===== config.mk =====
export PLATFORM = sky130hd
export DESIGN_NAME = fetch_stage_flat
export DESIGN_NICKNAME = d
export VERILOG_FILES = /design/src/rtl/rv_pkg.sv /design/src/rtl/fetch_stage_if.sv /design/src/rtl/fetch_stage_hold_buf.sv /design/src/rtl/fetch_stage.sv /design/src/flat_wrapper.sv
export SDC_FILE = /design/constraint.sdc
export NUM_CORES = 1
export LEC_CHECK = 0
export CORE_MARGIN = 2
export CORE_UTILIZATION = 47
export DETAILED_ROUTE_END_ITERATION = 8
export HOLD_SLACK_MARGIN = 0.02
export PLACE_DENSITY = 0.75
export SLEW_MARGIN = 15
export SYNTH_ARGS = -nofsm -noshare
export SYNTH_HDL_FRONTEND = slang
export SYNTH_SLANG_ARGS = --single-unit

===== constraint.sdc =====
create_clock -name i_clk -period 3.8 [get_ports i_clk]
set_clock_uncertainty 0.1 [all_clocks]
set_input_delay 0.76 -clock i_clk [delete_from_list [all_inputs] [get_ports i_clk]]
set_output_delay 0.76 -clock i_clk [all_outputs]
set_load 0.05 [all_outputs]

===== src/rtl/rv_pkg.sv =====
// Shared definitions for the RV32I pipeline: widths, canonical NOP and fetch FSM encoding.
package rv_pkg;

  localparam int XLEN  = 32;
  localparam int OPC_W = 7;

  localparam logic [XLEN-1:0] NOP_INST = 32'h0000_0013;

  typedef enum logic [1:0] {
    REQ  = 2'd0,
    WAIT = 2'd1,
    HOLD = 2'd2
  } fetch_state_e;

  // Sequential-PC step; wraps at 2^32 by construction of the 32-bit sum.
  function automatic logic [XLEN-1:0] pc_plus4(input logic [XLEN-1:0] pc);
    return pc + 32'd4;
  endfunction

endpackage


===== src/rtl/fetch_stage_if.sv =====
// Instruction-memory request/response channel between the fetch stage and imem.
interface fetch_stage_if;

  logic                    imem_req;
  logic [rv_pkg::XLEN-1:0] imem_addr;
  logic                    imem_ready;
  logic                    imem_rvalid;
  logic [rv_pkg::XLEN-1:0] imem_rdata;

  modport master (
    output imem_req,
    output imem_addr,
    input  imem_ready,
    input  imem_rvalid,
    input  imem_rdata
  );

  modport slave (
    input  imem_req,
    input  imem_addr,
    output imem_ready,
    output imem_rvalid,
    output imem_rdata
  );

endinterface


===== src/rtl/fetch_stage_hold_buf.sv =====
// One-entry inst/pc buffer parking an imem response that lands while decode is stalled.
module fetch_hold_buf
  import rv_pkg::*;
(
  input  logic            clk,
  input  logic            rst,
  input  logic            load,
  input  logic            clear,
  input  logic [XLEN-1:0] load_inst,
  input  logic [XLEN-1:0] load_pc,
  output logic            valid,
  output logic [XLEN-1:0] inst,
  output logic [XLEN-1:0] pc
);

  // Clear wins over load: a redirect drops the entry even if a load is requested.
  always_ff @(posedge clk) begin
    if (rst || clear) begin
      valid <= 1'b0;
      inst  <= '0;
      pc    <= '0;
    end else if (load) begin
      valid <= 1'b1;
      inst  <= load_inst;
      pc    <= load_pc;
    end
  end

endmodule


===== src/rtl/fetch_stage.sv =====
// RV32I instruction fetch: PC, single-outstanding imem request, redirect flush, IF/ID register.
//   state | meaning
//   REQ   | issue a request for pc when imem is ready
//   WAIT  | request accepted, waiting for rvalid (kill marks it stale)
//   HOLD  | response parked in fetch_hold_buf until decode unstalls
module fetch_stage
  import rv_pkg::*;
#(
  parameter logic [XLEN-1:0] RESET_ADDR = 32'h0000_0000
) (
  input  logic             i_clk,
  input  logic             i_rst,
  input  logic             i_stall,
  input  logic             i_redirect,
  input  logic [XLEN-1:0]  i_redirect_pc,
  fetch_stage_if.master    imem,
  output logic             o_id_valid,
  output logic [XLEN-1:0]  o_id_inst,
  output logic [XLEN-1:0]  o_id_pc,
  output logic [XLEN-1:0]  o_id_pc4,
  output logic [OPC_W-1:0] o_id_opcode
);

  fetch_state_e    state;
  logic [XLEN-1:0] pc;
  logic [XLEN-1:0] req_pc;
  logic            kill;

  logic            hold_valid;
  logic [XLEN-1:0] hold_inst;
  logic [XLEN-1:0] hold_pc;

  logic [XLEN-1:0] redirect_tgt;
  logic            fire;
  logic            rsp_accept;
  logic            wait_load;
  logic            hold_load;
  logic            hold_rel;
  logic            hold_clear;
  logic            unused_redirect_lsbs;

  assign redirect_tgt         = {i_redirect_pc[XLEN-1:2], 2'b00};
  assign unused_redirect_lsbs = ^i_redirect_pc[1:0];

  assign imem.imem_req  = (state == REQ) & ~i_redirect & ~i_rst;
  assign imem.imem_addr = pc;

  assign fire       = imem.imem_req & imem.imem_ready;
  assign rsp_accept = (state == WAIT) & imem.imem_rvalid & ~kill & ~i_redirect;
  assign wait_load  = rsp_accept & ~i_stall;
  assign hold_load  = rsp_accept & i_stall;
  assign hold_rel   = (state == HOLD) & hold_valid & ~i_stall & ~i_redirect;
  assign hold_clear = ((state == HOLD) & i_redirect) | hold_rel;

  assign o_id_opcode = o_id_inst[OPC_W-1:0];

  fetch_hold_buf u_hold_buf (
    .clk       (i_clk),
    .rst       (i_rst),
    .load      (hold_load),
    .clear     (hold_clear),
    .load_inst (imem.imem_rdata),
    .load_pc   (req_pc),
    .valid     (hold_valid),
    .inst      (hold_inst),
    .pc        (hold_pc)
  );

  always_ff @(posedge i_clk) begin
    if (i_rst) begin
      state      <= REQ;
      pc         <= RESET_ADDR;
      req_pc     <= '0;
      kill       <= 1'b0;
      o_id_valid <= 1'b0;
      o_id_inst  <= NOP_INST;
      o_id_pc    <= '0;
      o_id_pc4   <= 32'd4;
    end else begin
      case (state)
        REQ: begin
          if (fire) begin
            req_pc <= pc;
            pc     <= pc_plus4(pc);
            state  <= WAIT;
          end
        end
        WAIT: begin
          if (imem.imem_rvalid) begin
            // Stale or redirected responses drain here; only a live stalled one parks.
            kill <= 1'b0;
            if (i_redirect || kill || !i_stall) state <= REQ;
            else                                state <= HOLD;
          end else if (i_redirect) begin
            kill <= 1'b1;
          end
        end
        HOLD: begin
          if (i_redirect || hold_rel) state <= REQ;
        end
        default: state <= REQ;
      endcase

      if (i_redirect) pc <= redirect_tgt;

      if (i_redirect) begin
        o_id_valid <= 1'b0;
      end else if (!i_stall) begin
        if (wait_load) begin
          o_id_valid <= 1'b1;
          o_id_inst  <= imem.imem_rdata;
          o_id_pc    <= req_pc;
          o_id_pc4   <= pc_plus4(req_pc);
        end else if (hold_rel) begin
          o_id_valid <= 1'b1;
          o_id_inst  <= hold_inst;
          o_id_pc    <= hold_pc;
          o_id_pc4   <= pc_plus4(hold_pc);
        end else begin
          o_id_valid <= 1'b0;
        end
      end
    end
  end

endmodule


===== src/flat_wrapper.sv =====
// flat-port wrapper written by rule: the top's interface ports become plain ports
module fetch_stage_flat import rv_pkg::*;
#(
  parameter logic [XLEN-1:0] RESET_ADDR = 32'h0000_0000
)
  (i_clk, i_rst, i_stall, i_redirect, i_redirect_pc, o_id_valid, o_id_inst, o_id_pc, o_id_pc4, o_id_opcode, imem_imem_req, imem_imem_addr, imem_imem_ready, imem_imem_rvalid, imem_imem_rdata);
  fetch_stage_if imem_i ();
  input  logic i_clk;
  input  logic i_rst;
  input  logic i_stall;
  input  logic i_redirect;
  input  logic [XLEN-1:0] i_redirect_pc;
  output logic o_id_valid;
  output logic [XLEN-1:0] o_id_inst;
  output logic [XLEN-1:0] o_id_pc;
  output logic [XLEN-1:0] o_id_pc4;
  output logic [OPC_W-1:0] o_id_opcode;
  output wire logic [$bits(imem_i.imem_req)-1:0] imem_imem_req;
  output wire logic [$bits(imem_i.imem_addr)-1:0] imem_imem_addr;
  input wire logic [$bits(imem_i.imem_ready)-1:0] imem_imem_ready;
  input wire logic [$bits(imem_i.imem_rvalid)-1:0] imem_imem_rvalid;
  input wire logic [$bits(imem_i.imem_rdata)-1:0] imem_imem_rdata;
  assign imem_imem_req = imem_i.imem_req;
  assign imem_imem_addr = imem_i.imem_addr;
  assign imem_i.imem_ready = imem_imem_ready;
  assign imem_i.imem_rvalid = imem_imem_rvalid;
  assign imem_i.imem_rdata = imem_imem_rdata;
  fetch_stage #(.RESET_ADDR(RESET_ADDR)) u_core (.i_clk(i_clk), .i_rst(i_rst), .i_stall(i_stall), .i_redirect(i_redirect), .i_redirect_pc(i_redirect_pc), .imem(imem_i), .o_id_valid(o_id_valid), .o_id_inst(o_id_inst), .o_id_pc(o_id_pc), .o_id_pc4(o_id_pc4), .o_id_opcode(o_id_opcode));
endmodule

==> summary.txt <==
Run status
  • Status: completed

Critical path
  • Worst R2R End: u_core.o_id_pc4[26]
  • Reg2reg path depth: 8
  • Critical path capture point: u_core.o_id_pc4[26]
  • Critical Path Sink Type: flop
  • WP data arrival: 3.55 ns
  • Req. time, crit path: 4.15 ns
  • Reg-to-reg slack, setup: 0.98 ns
  • Crit. Startpoint: i_stall
  • Critical path startpoint category: input port
  • Critical Path Fanout Max: 7
  • WS Path Type: input port to flop
  • R2r startpoint: u_core.kill

STA
  • Max-slew violations: 0
  • Post-route setup TNS: 0 ns
  • Fin. Hold Viols: 0
  • Peak Freq: 312.2 MHz
  • Slew HR: 0.4707
  • RSZ-0062 raised after global routing: false
  • Final setup viols: 0
  • Period utilization: 0.8429
  • Measured slew at the worst slew-check pin: between 0.7 and 0.8 ns
  • Post-route minimum period: 3.203 ns

Logic synthesis
  • Yosys cell types: 70
  • Syn Inst Count: 1282
  • Register area share after synthesis: 0.4397
  • Area of the mapped netlist: around 10000 sq um
  • Post-synth top flop: dfxtp_1
  • Number of enable flip-flop cells after synthesis: 0
  • Post-synthesis async set-or-reset flop share: 0
  • Post-Syn Area per Cell: 7.778 sq um
  • Synth warnings: 0
  • Seq cells post-synth: 219

Clocking
  • CTS clock-pin slew for the worst setup and hold paths: 0.06 ns
  • CTS tree: built
  • CTS max path bufs: 3
  • Post-cts hold buffer count: 0
  • Sinks on Clock Net: 219
  • Clk_lat worst skew: 0.50 ns
  • Post-CTS setup buffers: 0
  • Clock Root Buffer: clkbuf_16
  • Number of CTS-inserted buffers: 23
  • H-tree lvl count: 1
  • Post-CTS sizing: 0

Floorplanning
  • Cell row count: between 50 and 60
  • Die area: 22400 sq um
  • Ports: 207
  • Die Width: 149.7 um
  • Core Box Area: 20890 sq um
  • Initial Utilization: 0.4773
  • Die height: 149.7 um

Route
  • Routed WL: 28.28 mm
  • Vias per cell: 5.683
  • Routed length per instance: 16.39 um
  • Initial DRC Count: between 800 and 900
  • Vias: ~9800
  • Drt pass-1 iters: 5
  • Drt drc: 0
  • Antenna Nets Post-Route: 0

Placement
  • Gpl congestion: 0.8902
  • Number of cells after detailed placement: roughly 1700
  • PortBufs: 198
  • Post-detail-place hpwl: about 19 mm

Min path
  • Worst Hold Class: flop to flop
  • Worst hold path depth: 2

Final layout
  • Layout Cells excl Fill: about 1700
  • Layout Nets: 1507
  • Final design utilization: 0.6188
  • Share of layout cells above drive strength 1: 0.06552
  • Antenna diode count: 0
  • Area growth syn-to-layout: 29.64%
  • Most frequent cells in the layout: nand2_1 (341), dfxtp_1 (219), clkdlybuf4s50_1 (196), a21oi_1 (129), nor2_1 (108)
  • Leading cell type in the layout, fill and taps excluded: nand2_1

Global route
  • Largest net degree at the start of global routing: 139
  • Initial antenna violation count: 0
  • GR Util met2: 0.3766
  • Busiest grt layer: met2
  • Met3 GRT Util: 0.03720
  • Vias in the first global route: 8755
  • Overall Global Routing Usage: 0.2422
  • Global-route wire length before repair: approximately 45 mm
  • GR Layer Usage met1: 0.3514
  • GRT overflow: 0

Power and ir drop
  • Lkg Pwr: 0.004152 uW
  • Pwr dens: 395.0 nW/um^2
  • Peak supply drop: ~0.00025 V

Flow run
  • # Max-Cap Violations: 0
==> flip-flops by register name, summed over array words and instances, names as in the netlist, 2 cells and up <==
register	count
u_core.u_hold_buf.pc	30
u_core.state	2
u_core.o_id_pc4	30
u_core.req_pc	30
u_core.o_id_pc	30
u_core.o_id_inst	32
u_core.u_hold_buf.inst	32
u_core.imem.imem_addr	30
==> report_power, final <==
group / internal [uW] / total, uW / switching, uW
Clock: 1430 / 2340 / 908
Sequential: 2330 / 2380 / 48.5
Combinational: 151 / 394 / 243
Total: 3910 / 5110 / 1200
==> critical path: stages <==
cell and delay [ns]:
clkdlybuf4s50_1 0.49, or3_1 0.48, nor2_8 0.14, mux2_2 0.20, ha_1 0.30, nor4b_2 0.35, o22ai_2 0.21, or4_1 0.55
nand3_1 0.08
==> cells in the mapped netlist, types with 4 or more instances <==
| cell type | instances | area (sq um) |
|---|---|---|
| clkbuf_1 | 69 | 259.0 |
| nand4_1 | 18 | 112.6 |
| o221ai_1 | 4 | 35.03 |
| dfxtp_1 | 219 | 4384 |
| mux2i_1 | 30 | 300.3 |
| o22ai_1 | 6 | 37.54 |
| xor2_1 | 5 | 43.79 |
| a311oi_1 | 33 | 289.0 |
| nor4_1 | 5 | 31.28 |
| and3_1 | 17 | 106.4 |
| xnor2_1 | 11 | 96.34 |
| nand2b_1 | 4 | 25.02 |
| o21ai_0 | 22 | 110.1 |
| mux2_2 | 6 | 67.56 |
| a31oi_1 | 19 | 118.9 |
| nor3_1 | 24 | 120.1 |
| and4_1 | 8 | 70.07 |
| buf_1 | 4 | 15.01 |
| nand3_1 | 53 | 265.3 |
| nand2_1 | 341 | 1280 |
| buf_4 | 16 | 120.1 |
| a21oi_1 | 129 | 645.6 |
| o211ai_1 | 15 | 112.6 |
| a211oi_1 | 25 | 187.7 |
| inv_1 | 5 | 18.77 |
| or3_1 | 11 | 68.82 |
| nor2_1 | 108 | 405.4 |
| buf_2 | 15 | 75.07 |
==> final cells by class <==
cell class	count	area, sq um
multi-input cells	957	5142
clock buffers	31	665.6
fillers	1834	7963
repair buffers	229	2247
clock inverters	9	123.9
flip-flops and latches	219	4384
inverters	5	18.77
well taps	275	344.1
==> per-layer routing <==
layer  wire length, um  vias to the layer above  share of wire
li1                  -                     4785              -
met1             12880                     4582           0.46
met2             12720                      395           0.45
met3              2172                       41          0.077
met4               506                        0          0.018
met5                 0                        -              0
==> through the flow <==
stage	power, uW	hold WS (ns)	setup slack, ns	area (sq um)
after detailed placement	2818	0.3463	0.1308	12140
final	5106	0.3526	0.5969	12930
after global routing	5258	0.3701	0.5016	12930
after global placement	2814	0.3411	0.1937	12140
after floorplan	2642	0.3357	0.1649	9990
after CTS	5136	0.3554	0.6270	12930
==> kinds of logic (layout without fill, tap and decap cells) <==
logic type	after synthesis	after routing	share of synthesized area
AOI/OAI and AO/OA	282	282	0.1813
xor gates and xnor gates	16	16	0.01405
adders and majority gates	2	2	0.002509
buffers and inverters	111	274	0.04994
DFF	219	219	0.4397
muxes	37	37	0.03827
other	1	6	0.0003761
and+or+nand+nor	614	614	0.2738
==> how the worst min path moves through the flow <==
stage	from	to	slack [ns]
detailed placement	u_core.o_id_pc4[8]	u_core.o_id_pc4[8]	0.35
CTS	u_core.o_id_pc4[8]	u_core.o_id_pc4[8]	0.36
global route	u_core.u_hold_buf.inst[6]	u_core.u_hold_buf.inst[6]	0.37
finish	u_core.u_hold_buf.pc[30]	u_core.u_hold_buf.pc[30]	0.35
floorplan	u_core.u_hold_buf.pc[30]	u_core.u_hold_buf.pc[30]	0.34
global placement	u_core.u_hold_buf.pc[31]	u_core.u_hold_buf.pc[31]	0.34
Power figures use the tool's default switching activity.
